`src/rtl/dac_out_ctrl.sv`:
```
// =============================================================================
// Module      : dac_out_ctrl
// Description : Buffers two's-complement samples in a small FIFO and streams
//               them to a parallel DAC as offset binary, one code every DIV
//               clocks, with a latch clock centred in the data eye.
//               Optional build macro: DAC_UFL_CNT_EN (saturating underflow count).
// Revision    : 1.0 - initial release
// =============================================================================
`default_nettype none

module dac_out_ctrl #(
    parameter int DW    = 10,
    parameter int DEPTH = 4,
    parameter int DIV   = 50
) (
    input  logic          clk,
    input  logic          rst_n,
    input  logic          en,
    input  logic [DW-1:0] din,
    input  logic          din_valid,
    output logic          din_ready,
    output logic [DW-1:0] dac_data,
    output logic          dac_clk,
    output logic          underflow
`ifdef DAC_UFL_CNT_EN
    ,
    output logic [15:0]   ufl_cnt
`endif
);

    localparam int AW = $clog2(DEPTH);
    localparam int PW = AW + 1;
    localparam int CW = (DIV > 2) ? $clog2(DIV) : 1;

    localparam logic [CW-1:0] C_CNT_MAX    = CW'(DIV - 1);
    localparam logic [CW-1:0] C_HALF_DIV   = CW'(DIV / 2);
    localparam logic [PW-1:0] C_HALF_DEPTH = PW'(DEPTH / 2);
    localparam logic [DW-1:0] C_MIDSCALE   = {1'b1, {(DW-1){1'b0}}};

    typedef enum logic [1:0] {
        S_IDLE  = 2'd0,
        S_PRIME = 2'd1,
        S_RUN   = 2'd2
    } state_t;

    state_t          r_state;
    state_t          w_state_nxt;
    logic [PW-1:0]   r_wptr;
    logic [PW-1:0]   r_rptr;
    logic [DW-1:0]   r_mem [DEPTH];
    logic [CW-1:0]   r_cnt;
    logic [CW-1:0]   w_cnt_nxt;
    logic [DW-1:0]   r_dac_data;
    logic            r_dac_clk;
    logic            r_underflow;

    logic            w_empty;
    logic            w_full;
    logic [PW-1:0]   w_level;
    logic            w_tick;
    logic            w_flush;
    logic            w_pop;
    logic            w_ufl;
    logic            w_wr;
    logic [DW-1:0]   w_head;

    assign w_empty = (r_wptr == r_rptr);
    assign w_full  = (r_wptr[AW] != r_rptr[AW]) && (r_wptr[AW-1:0] == r_rptr[AW-1:0]);
    assign w_level = r_wptr - r_rptr;
    assign w_tick  = (r_state != S_IDLE) && (r_cnt == C_CNT_MAX);
    assign w_head  = r_mem[r_rptr[AW-1:0]];

    // A flush cycle drops any concurrent write; the producer learns via en.
    assign w_wr    = din_valid && !w_full && !w_flush;

    always_ff @(posedge clk or negedge rst_n) begin
        if (!rst_n) begin
            r_state <= S_IDLE;
        end else begin
            r_state <= w_state_nxt;
        end
    end

    always_comb begin
        w_state_nxt = r_state;
        w_flush     = 1'b0;
        w_pop       = 1'b0;
        w_ufl       = 1'b0;
        case (r_state)
            S_IDLE: begin
                if (en) w_state_nxt = S_PRIME;
            end
            S_PRIME: begin
                if (!en) begin
                    w_flush     = 1'b1;
                    w_state_nxt = S_IDLE;
                end else if (w_tick && (w_level >= C_HALF_DEPTH)) begin
                    w_pop       = 1'b1;
                    w_state_nxt = S_RUN;
                end
            end
            S_RUN: begin
                if (!en) begin
                    w_flush     = 1'b1;
                    w_state_nxt = S_IDLE;
                end else if (w_tick) begin
                    if (w_empty) w_ufl = 1'b1;
                    else         w_pop = 1'b1;
                end
            end
            default: w_state_nxt = S_IDLE;
        endcase
    end

    always_comb begin
        if ((r_state == S_IDLE) || w_flush || (r_cnt == C_CNT_MAX)) w_cnt_nxt = '0;
        else                                                        w_cnt_nxt = r_cnt + 1'b1;
    end

    always_ff @(posedge clk or negedge rst_n) begin
        if (!rst_n) begin
            r_wptr      <= '0;
            r_rptr      <= '0;
            r_cnt       <= '0;
            r_dac_clk   <= 1'b0;
            r_underflow <= 1'b0;
            r_dac_data  <= C_MIDSCALE;
        end else begin
            r_cnt       <= w_cnt_nxt;
            r_dac_clk   <= (w_cnt_nxt >= C_HALF_DIV);
            r_underflow <= w_ufl;
            if (w_flush) begin
                r_wptr     <= '0;
                r_rptr     <= '0;
                r_dac_data <= C_MIDSCALE;
            end else begin
                if (w_wr) r_wptr <= r_wptr + 1'b1;
                if (w_pop) begin
                    r_rptr     <= r_rptr + 1'b1;
                    r_dac_data <= {~w_head[DW-1], w_head[DW-2:0]};
                end
            end
        end
    end

    // Storage needs no reset: pointers alone define what is valid.
    always_ff @(posedge clk) begin
        if (w_wr) r_mem[r_wptr[AW-1:0]] <= din;
    end

`ifdef DAC_UFL_CNT_EN
    logic [15:0] r_ufl_cnt;

    always_ff @(posedge clk or negedge rst_n) begin
        if (!rst_n) begin
            r_ufl_cnt <= '0;
        end else if (w_ufl && (r_ufl_cnt != 16'hFFFF)) begin
            r_ufl_cnt <= r_ufl_cnt + 16'd1;
        end
    end

    assign ufl_cnt = r_ufl_cnt;
`endif

    assign din_ready = !w_full;
    assign dac_data  = r_dac_data;
    assign dac_clk   = r_dac_clk;
    assign underflow = r_underflow;

endmodule

`default_nettype wire

```
`config.mk`:
```
export PLATFORM = sky130hd
export DESIGN_NAME = dac_out_ctrl
export DESIGN_NICKNAME = d
export VERILOG_FILES = /design/src/rtl/dac_out_ctrl.sv
export SDC_FILE = /design/constraint.sdc
export NUM_CORES = 1
export LEC_CHECK = 0
export BUFFER_PORTS_ARGS = -buffer_cell sky130_fd_sc_hd__buf_2
export CELL_PAD_IN_SITES_DETAIL_PLACEMENT = 0
export CELL_PAD_IN_SITES_GLOBAL_PLACEMENT = 1
export CORE_ASPECT_RATIO = 1.25
export CORE_MARGIN = 3
export CORE_UTILIZATION = 44
export CTS_CLUSTER_SIZE = 40
export DETAILED_ROUTE_END_ITERATION = 7
export HOLD_SLACK_MARGIN = 0.05
export PLACE_DENSITY_LB_ADDON = 0.1
export SETUP_SLACK_MARGIN = 0.4
export SYNTH_ARGS = -nofsm -noshare
export SYNTH_HDL_FRONTEND = slang
export SYNTH_SLANG_ARGS = --single-unit
```
`constraint.sdc`:
```
create_clock -name clk -period 2.3 [get_ports clk]
set_input_delay 0.345 -clock clk [delete_from_list [all_inputs] [get_ports clk]]
set_output_delay 0.345 -clock clk [all_outputs]
set_load 0.005 [all_outputs]
```
==> summary.txt, run 1 <==
Outcome
  – Status: complete, no violations

STA
  – Setup ws final: 0.2685 ns
  – Final setup viols: 0
  – Rel. slew slack: 58.72%
  – Max Clock Freq: 492.2 MHz
  – Worst-Margin Slew: 0.6192 ns
  – Clock Skew: 0.01008 ns
  – Final min period: 2.031 ns
  – Max Slew Vio Count: 0
  – RSZ-0062 raised after global routing: true
  – Final Hold Viols: 0
  – Setup TNS Final: 0 ns
  – Post-route clock period utilization: 88.33%

Cells and area
  – Final Util: 58.63%
  – Layout fillers: 552
  – Commonest cells after routing, fill and taps aside: 40 x edfxtp_1, 30 x buf_4, 26 x buf_2
  – Antenna cells: 0
  – Most common cell after layout, fill and taps aside: edfxtp_1
  – Nets@finish: 317
  – Area occupied by multi-input gates: 1345 sq um
  – Share of cells above drive strength 1: 41.50%
  – Register area: 1856 sq um
  – Synth-to-Final Area Change: 25.81%

Die
  – Die Ht: 100.7 microns
  – Core area: 6771 sq um
  – Die width: 81.75 microns
  – Initial core utilization: 46.60%
  – I/O Pins: 27
  – Die area: 8230 sq um
  – Row cnt: 33

Yosys
  – Flops & latches, synth: 66
  – Top FF cell, synth: edfxtp_1
  – Syn Area/Cell: 13.78 sq um
  – Post-synth ARST share: 39.39%
  – Post-synth net total: 257
  – EDFF count, synth: 40
  – Syn Inst Count: 229
  – YS warnings: 0
  – Synth cell types: 53
  – Synth Cell Area: 3156 sq um
  – Register area share after synthesis: 58.72%

Clock tree
  – CTS root buffer: clkbuf_8
  – CTS tree: yes
  – H-tree lvl count: 3
  – Clock insertion delay at the later pin of the skew report: 0.33 ns
  – Num Clock Sinks: 66
  – Reg clk slew, reported paths: 0.07 ns
  – Cts bufs inserted: 9
  – Clk buf depth: 2

Critical path
  – CP startpoint kind: flop
  – Kind of critical path: flop to flop
  – Worst EP required: 2.51 ns
  – Critical path capture point type: flop
  – Critical path arrival: 2.25 ns
  – Max FO, Critical Path: 6

Drt
  – Drt total wl: 6851 microns
  – Initial DRC Count: 206
  – Per-cell routed wire length: 17.98 microns
  – Drt first pass iters: 4
  – Via density: 5.528
  – # DRC: 0
  – Vias: 2,106
  – Routed Antenna Nets: 0

GRT
  – First-pass GRT wire length: 10,740 microns
  – Gr ovfl total: 0
  – Antenna violations before repair: 0
  – Vias in the first global route: 2,144
  – Total global-route track usage: 17.72%
  – Largest net degree at the start of global routing: 27

Power and ir drop
  – P_leak: 1.516 nW
  – Power Dens Cells: 1083 nW/um^2
  – Peak VDD IR: 0.0007187 V

Run
  – MaxCap Viol Count: 0

Place
  – DP Worst Slack: 0.1663 ns
  – DP Wirelength: 4325 microns
  – Final Wtd Congestion: 0.8390
  – IO Port Bufs: 26

Min path
  – HP Class: primary input to flop
final cells by class:
type                       count  share of cell area, %
clock buffer                  10                  3.215
tap                           87                  2.742
sequential                    66                  46.74
inverter                      20                  1.891
multi-input combinational    134                  33.88
clock inverter                 6                  2.049
timing repair buffer          58                  9.486
kinds of logic after synthesis:
family | share of synthesized area, %
flops | 58.72
simple gates | 10.39
compound gates | 10.47
buf+inv | 4.163
fa+ha+maj | 5.789
mux | 7.811
xor+xnor | 2.657
final timing paths:
kind / startpoint / end / slack [ns] / cells past startpoint
min in group asynchronous: rst_n / r_cnt[3]$_DFF_PN0_ / 0.55 / 2
worst max register to register: r_wptr[0]$_DFFE_PN0P_ / r_rptr[2]$_DFFE_PN0P_ / 0.27 / 7
worst max-delay path: r_wptr[0]$_DFFE_PN0P_ / r_rptr[2]$_DFFE_PN0P_ / 0.27 / 7
worst min-delay path: din[9] / r_mem[1][9]$_DFFE_PP_ / 0.23 / 1
max in group asynchronous: rst_n / r_rptr[2]$_DFFE_PN0P_ / 1.30 / 2
worst min register to register: r_cnt[0]$_DFF_PN0_ / r_cnt[0]$_DFF_PN0_ / 0.53 / 1
synthesized netlist by cell type, drive strengths merged (3+ instances only):
library cell	instances	area share, %
nand2	15	1.8
nor4	3	1.1
nand3b	3	0.83
buf	6	1.2
clkbuf	5	0.59
nor3	3	0.48
o221ai	9	2.5
inv	20	2.4
edfxtp	40	38
o311ai	9	2.7
a21oi	4	0.63
dfrtp	25	20
nor2	11	1.3
xnor2	6	1.7
mux4	10	7.1
and2	6	1.2
ha	13	5.2
nand3	4	0.79
metrics by stage:
| step | cell area [sq um] | power, W | instances | hold WS, ns |
|---|---|---|---|---|
| floorplan | 3187 | 0.002461 | 229 | 0.04941 |
| global placement | 3415 | 0.002805 | 338 | 0.3974 |
| detailed placement | 3415 | 0.002821 | 338 | 0.3990 |
| CTS | 3805 | 0.004119 | 368 | 0.2115 |
| global route | 3970 | 0.004553 | 381 | 0.2220 |
| finish | 3970 | 0.004299 | 381 | 0.2261 |
critical path, stage by stage (launching register included):
cell	delay, ns
dfrtp_1	0.36
inv_2	0.06
ha_4	0.16
fa_2	0.61
and3b_2	0.32
buf_4	0.15
nor4_2	0.04
a211o_1	0.23
where the power goes:
part           switching (W)  leakage, nW  internal, W
Sequential          0.000139        0.712      0.00150
Combinational       0.000864        0.700     0.000773
Clock               0.000418        0.104     0.000603
Total                0.00142         1.52      0.00288
registers in the layout, summed over array words and instances (netlist names):
name / cells
underflow: 1
r_rptr: 3
r_wptr: 3
r_state: 2
dac_data: 10
dac_clk: 1
r_cnt: 6
r_mem: 40
routing by layer:
layer | routed length (microns) | track usage, % | up-vias
met3 | 252 | 2.952 | 14
met5 | 0 | 0 | -
li1 | - | - | 999
met1 | 2842 | 22.32 | 1039
met4 | 183 | 6.905 | 0
met2 | 3573 | 30.12 | 54
repair_timing:
item / in CTS / in global routing
setup buffers: 12 / 12
hold buffers: 1 / 0
pin swaps: 8 / 8
setup endpoints to repair: 55 / 56
endpoints found under the hold margin: 25 / 0
resized for setup: 14 / 14
gates cloned: 1 / 1
Power figures use the tool's default switching activity.
==> run 2, diff against run 1 <==
--- a/config.mk
+++ b/config.mk
@@ -15,6 +15,7 @@
 export DETAILED_ROUTE_END_ITERATION = 7
 export HOLD_SLACK_MARGIN = 0.05
 export PLACE_DENSITY_LB_ADDON = 0.1
+export RECOVER_POWER = 50
 export SETUP_SLACK_MARGIN = 0.4
 export SYNTH_ARGS = -nofsm -noshare
 export SYNTH_HDL_FRONTEND = slang
==> run 2 against run 1 <==
Against the previous run: via count is essentially flat; register-to-register slack hardly changed; utilization fell by 0.30 points; worst hold slack improved by 0.042 ns; highest routed layer unchanged; sequential share of layout area increased by 0.24 points; first-iteration DRC count up 4.4%; critical path depth unchanged; clock power about the same; combinational power about the same.
==> summary.txt, run 2 (synthesis gave the netlist of run 1 again) <==
Die
  – Die Ht: 100.7 microns
  – I/O Pins: 27
  – Core area: 6771 sq um
  – Die area: 8230 sq um
  – Row cnt: 33
  – Die width: 81.75 microns
  – Initial core utilization: 46.60%

Drt
  – Drt total wl: 6840 microns
  – Per-cell routed wire length: 17.95 microns
  – Via density: 5.533
  – Routed Antenna Nets: 0
  – Initial DRC Count: 215
  – # DRC: 0
  – Drt first pass iters: 4
  – Vias: 2,108

Clock tree
  – Reg clk slew, reported paths: 0.07 ns
  – Clk buf depth: 2
  – Cts bufs inserted: 9
  – CTS tree: yes
  – Clock insertion delay at the later pin of the skew report: 0.33 ns
  – CTS root buffer: clkbuf_8
  – H-tree lvl count: 3
  – Num Clock Sinks: 66

Cells and area
  – Area occupied by multi-input gates: 1345 sq um
  – Antenna cells: 0
  – Most common cell after layout, fill and taps aside: edfxtp_1
  – Final Util: 58.33%
  – Largest register FFs: 40
  – Share of cells above drive strength 1: 36.05%
  – Register area: 1856 sq um
  – Synth-to-Final Area Change: 25.18%
  – Commonest cells after routing, fill and taps aside: 40 x edfxtp_1, 30 x buf_4, 23 x dfrtp_1
  – Layout Cells excl Fill: 381
  – Nets@finish: 317
  – Layout fillers: 560

Critical path
  – Worst path slowest cell: fa_2
  – CP Capture Point: r_rptr[2]$_DFFE_PN0P_
  – Critical Path Start: r_wptr[0]$_DFFE_PN0P_
  – CP startpoint kind: flop
  – Max FO, Critical Path: 6
  – Critical path depth in cells: 7
  – Kind of critical path: flop to flop
  – Worst path cell trace: inv_2 -> ha_4 -> fa_2 -> and3b_2 -> buf_4 -> nor4_2 -> a211o_1
  – R2r worst-path depth: 7
  – Worst reg2reg startpoint: r_wptr[0]$_DFFE_PN0P_
  – Critical path arrival: 2.24 ns
  – Critical path capture point type: flop
  – Crit path buf inv count: 2
  – Crit Reg-Reg Endpoint: r_rptr[2]$_DFFE_PN0P_
  – Max stage delay on crit path: 0.61 ns
  – Worst EP required: 2.51 ns
  – FF-to-FF setup slack: 0.27 ns
  – CP delay by family, top: adder cells

Place
  – DP Cell Count: 338
  – Final Wtd Congestion: 0.8390
  – DP Wirelength: 4325 microns
  – IO Port Bufs: 26

Power and ir drop
  – P_leak: 1.462 nW
  – Power Dens Cells: 1086 nW/um^2
  – Peak VDD IR: 0.0007161 V
  – Tot Pwr: 0.004289 W

GRT
  – First-pass GRT wire length: 10,740 microns
  – Routing usage on met2: 30.12%
  – Largest net degree at the start of global routing: 27
  – Top Usage Layer GRT: met2
  – Met3 Track Usage GR: 2.952%
  – Met1 Use GR: 22.32%
  – Vias in the first global route: 2,144
  – Gr ovfl total: 0
  – Antenna violations before repair: 0
  – Total global-route track usage: 17.72%

STA
  – Rel. slew slack: 58.92%
  – Clock Skew: 0.01013 ns
  – Max Clock Freq: 492.4 MHz
  – Max Slew Vio Count: 0
  – Setup TNS Final: 0 ns
  – Final min period: 2.031 ns
  – Post-route clock period utilization: 88.31%
  – Final setup viols: 0
  – Worst-Margin Slew: 0.6161 ns
  – Final Hold Viols: 0
  – RSZ-0062 raised after global routing: true

Min path
  – HP Start: din[9]
  – HP Class: primary input to flop

Outcome
  – Status: complete, no violations

Run
  – MaxCap Viol Count: 0
run 2: cell count changes in the layout (fill, tap and decap cells not counted), sizes merged:
cell / previous run / this run
buf: 57 / 41
clkbuf: 10 / 26
run 2: worst min-delay path by stage:
stage,endpoint,depth (start not counted),slack (ns)
finish,r_mem[1][9]$_DFFE_PP_,1,0.27
global route,r_mem[0][9]$_DFFE_PP_,1,0.28
CTS,r_mem[1][9]$_DFFE_PP_,1,0.21
detailed placement,r_cnt[4]$_DFF_PN0_,1,0.40
global placement,r_cnt[3]$_DFF_PN0_,1,0.40
floorplan,dac_clk$_DFF_PN0_,0,0.05
run 2: where the power goes:
part | leakage (nW) | switching [W] | internal (W) | total (W)
clock | 0.104 | 0.000416 | 0.000603 | 0.00102
sequential | 0.712 | 0.000139 | 0.00150 | 0.00164
combinational | 0.647 | 0.000863 | 0.000765 | 0.00163
run 2: what timing repair did:
action,4_1_cts,5_1_grt
pin swaps,8,8
buffers inserted,12,12
resized for setup,14,14
hold buffers,1,0
setup endpoints to repair,55,56
gates cloned,1,1
hold endpoints to repair,25,0
run 2: layer usage:
layer,wire length [microns],up-vias
li1,-,1001
met1,2784,1037
met2,3574,56
met3,297,14
met4,183,0
met5,0,-
run 2: cell type report:
type	count	share of cell area, %
flip-flops and latches	66	46.97
multi-input cells	134	34.05
repair buffers	58	9.028
clock buffers	10	3.231
well taps	87	2.756
clock inverters	6	2.059
inverters	20	1.901
run 2: stage by stage:
step | instance area, sq um | hold slack, ns | worst slack (ns)
2_1_floorplan | 3187 | 0.04941 | 0.2551
3_3_place_gp | 3415 | 0.3974 | 0.2059
3_5_place_dp | 3415 | 0.3990 | 0.1663
4_1_cts | 3805 | 0.2115 | 0.2611
5_1_grt | 3950 | 0.2829 | 0.2146
6_report | 3950 | 0.2678 | 0.2689
==> run 3, diff against run 2 <==
--- a/config.mk
+++ b/config.mk
@@ -10,13 +10,15 @@
 export CELL_PAD_IN_SITES_GLOBAL_PLACEMENT = 1
 export CORE_ASPECT_RATIO = 1.25
 export CORE_MARGIN = 3
-export CORE_UTILIZATION = 44
+export CORE_UTILIZATION = 46
+export CTS_BUF_LIST = sky130_fd_sc_hd__clkbuf_4
 export CTS_CLUSTER_SIZE = 40
 export DETAILED_ROUTE_END_ITERATION = 7
 export HOLD_SLACK_MARGIN = 0.05
 export PLACE_DENSITY_LB_ADDON = 0.1
 export RECOVER_POWER = 50
 export SETUP_SLACK_MARGIN = 0.4
+export SKIP_LAST_GASP = 1
 export SYNTH_ARGS = -nofsm -noshare
 export SYNTH_HDL_FRONTEND = slang
 export SYNTH_SLANG_ARGS = --single-unit
==> run 3 against run 2 <==
Against the previous run: the run now ends with max-capacitance violations, max-slew violations left; clock-buffer cell count is 1 lower; clock skew up 0.0047 ns; first-iteration DRC count is 24% lower; routed wire length decreased by 6.4%; fmax fell by 0.92%; worst hold slack got worse by 0.091 ns; largest cell class unchanged; highest routed layer unchanged.
==> summary.txt, run 3 (synthesis gave the netlist of run 1 again) <==
Critical path
  – R2r worst-path depth: 6
  – Kind of critical path: flop to flop
  – CP startpoint kind: flop
  – Worst EP required: 2.59 ns
  – Critical path arrival: 2.34 ns
  – Critical path capture point type: flop
  – Max FO, Critical Path: 6

Die
  – Die width: 80.08 microns
  – Die Ht: 98.60 microns
  – I/O Pins: 27
  – Core area: 6606 sq um
  – Initial core utilization: 47.77%
  – Die area: 7896 sq um
  – Row cnt: 33

Cells and area
  – Most common cell after layout, fill and taps aside: edfxtp_1
  – Register area: 1853 sq um
  – Area occupied by multi-input gates: 1323 sq um
  – Fin area: 3817 sq um
  – Share of cells above drive strength 1: 34.04%
  – Commonest cells after routing, fill and taps aside: 40 x edfxtp_1, 25 x dfrtp_1, 22 x buf_4
  – Nets@finish: 308
  – Largest register FFs: 40
  – Synth-to-Final Area Change: 20.98%
  – Antenna cells: 0
  – Layout fillers: 564

Outcome
  – Failing checks: max-capacitance violations, max-slew violations
  – Status: finished with violations

Drt
  – Initial DRC Count: 163
  – Vias: 2,059
  – # DRC: 0
  – Drt total wl: 6399 microns
  – Routed Antenna Nets: 0
  – Drt first pass iters: 8
  – Via density: 5.535
  – Per-cell routed wire length: 17.20 microns

STA
  – Worst-Margin Slew: 1.515 ns
  – Rel. slew slack: -1.026%
  – Clock Skew: 0.01480 ns
  – Final setup viols: 0
  – Post-route clock period utilization: 89.12%
  – Max Slew Vio Count: 27
  – Final min period: 2.050 ns
  – Final Hold Viols: 0
  – RSZ-0062 raised after global routing: true
  – Max Clock Freq: 487.8 MHz
  – Setup TNS Final: 0 ns

Clock tree
  – Clk buf depth: 2
  – Cts bufs inserted: 9
  – CTS root buffer: clkbuf_4
  – CTS tree: yes
  – H-tree lvl count: 3
  – Num Clock Sinks: 66
  – Clock insertion delay at the later pin of the skew report: 0.42 ns
  – Reg clk slew, reported paths: 0.11 ns

GRT
  – First-pass GRT wire length: 10,420 microns
  – Largest net degree at the start of global routing: 27
  – Antenna violations before repair: 0
  – Vias in the first global route: 2,101
  – Gr ovfl total: 0
  – Total global-route track usage: 17.68%

Power and ir drop
  – Power Dens Cells: 1023 nW/um^2
  – P_leak: 1.425 nW
  – Peak VDD IR: 0.0005516 V

Min path
  – HP Class: primary input to flop
  – Hold Path Depth: 1

Run
  – MaxCap Viol Count: 1

Place
  – IO Port Bufs: 26
  – Area after DPL: 3415 sq um
  – DP Wirelength: 4168 microns
  – Final Wtd Congestion: 0.7744
==> run 3: cell count changes in the layout (fill, tap and decap cells not counted), sizes merged <==
cell	delta
buf	-4
bufinv	-1
clkbuf	-5
clkinv	-2
clkinvlp	+1
inv	+3
or4	-1
==> run 3: worst paths after layout <==
path | start | end | slack, ns
max in group asynchronous | rst_n | dac_data[8]$_DFFE_PN0P_ | 0.60
max reg2reg | r_rptr[0]$_DFFE_PN0P_ | dac_data[4]$_DFFE_PN0P_ | 0.25
min in group asynchronous | rst_n | r_state[0]$_DFFE_PN0P_ | 0.80
max | r_rptr[0]$_DFFE_PN0P_ | dac_data[4]$_DFFE_PN0P_ | 0.25
min | din[8] | r_mem[3][8]$_DFFE_PP_ | 0.18
min reg2reg | r_cnt[0]$_DFF_PN0_ | r_cnt[0]$_DFF_PN0_ | 0.54
==> run 3: final cells by class <==
type | instances | share of cell area, %
flip-flops and latches | 66 | 48.54
multi-input cells | 133 | 34.64
repair buffers | 50 | 8.063
well taps | 87 | 2.852
clock inverters | 7 | 2.163
inverters | 20 | 1.967
clock buffers | 9 | 1.770
==> run 3: per-layer routing <==
metal	up-vias	wire length, microns	track usage [%]
li1	983	-	-
met1	1021	2685	21.22
met2	44	3325	30.04
met3	11	246	3.565
met4	0	141	8.453
met5	-	0	0
==> run 3: through the flow <==
| step | worst slack [ns] | utilization [%] | total power (W) | instances | hold WS (ns) |
|---|---|---|---|---|---|
| after floorplan | 0.2551 | - | 0.002461 | 229 | 0.04941 |
| after CTS | 0.2679 | 56.34 | 0.003887 | 363 | 0.1194 |
| after global routing | 0.1792 | 57.78 | 0.004161 | 372 | 0.1737 |
| after detailed placement | 0.1623 | 51.69 | 0.002789 | 338 | 0.4095 |
| final | 0.2501 | 57.78 | 0.003904 | 372 | 0.1764 |
| after global placement | 0.1993 | 51.69 | 0.002775 | 338 | 0.4023 |
==> run 3: critical path, cell delays in order (launching register included) <==
cell and delay [ns]:
dfrtp_1 0.44, ha_4 0.17, fa_2 0.33, xnor3_2 0.29, and3b_2 0.29, o311ai_2 0.26
o221ai_1 0.15
==> run 3: power by group <==
group | internal [W] | switching, W
clock network | 0.000347 | 0.000465
logic | 0.000659 | 0.000801
registers | 0.00150 | 0.000133
total | 0.00251 | 0.00140
==> run 3: repair_timing <==
| action | 4_1_cts | 5_1_grt |
|---|---|---|
| cloned | 1 | 0 |
| hold endpoints to repair | 25 | 0 |
| pin swaps | 7 | 3 |
| resized for setup | 16 | 11 |
| setup endpoints to repair | 55 | 56 |
| hold buffers | 1 | 0 |
| buffers inserted | 7 | 9 |
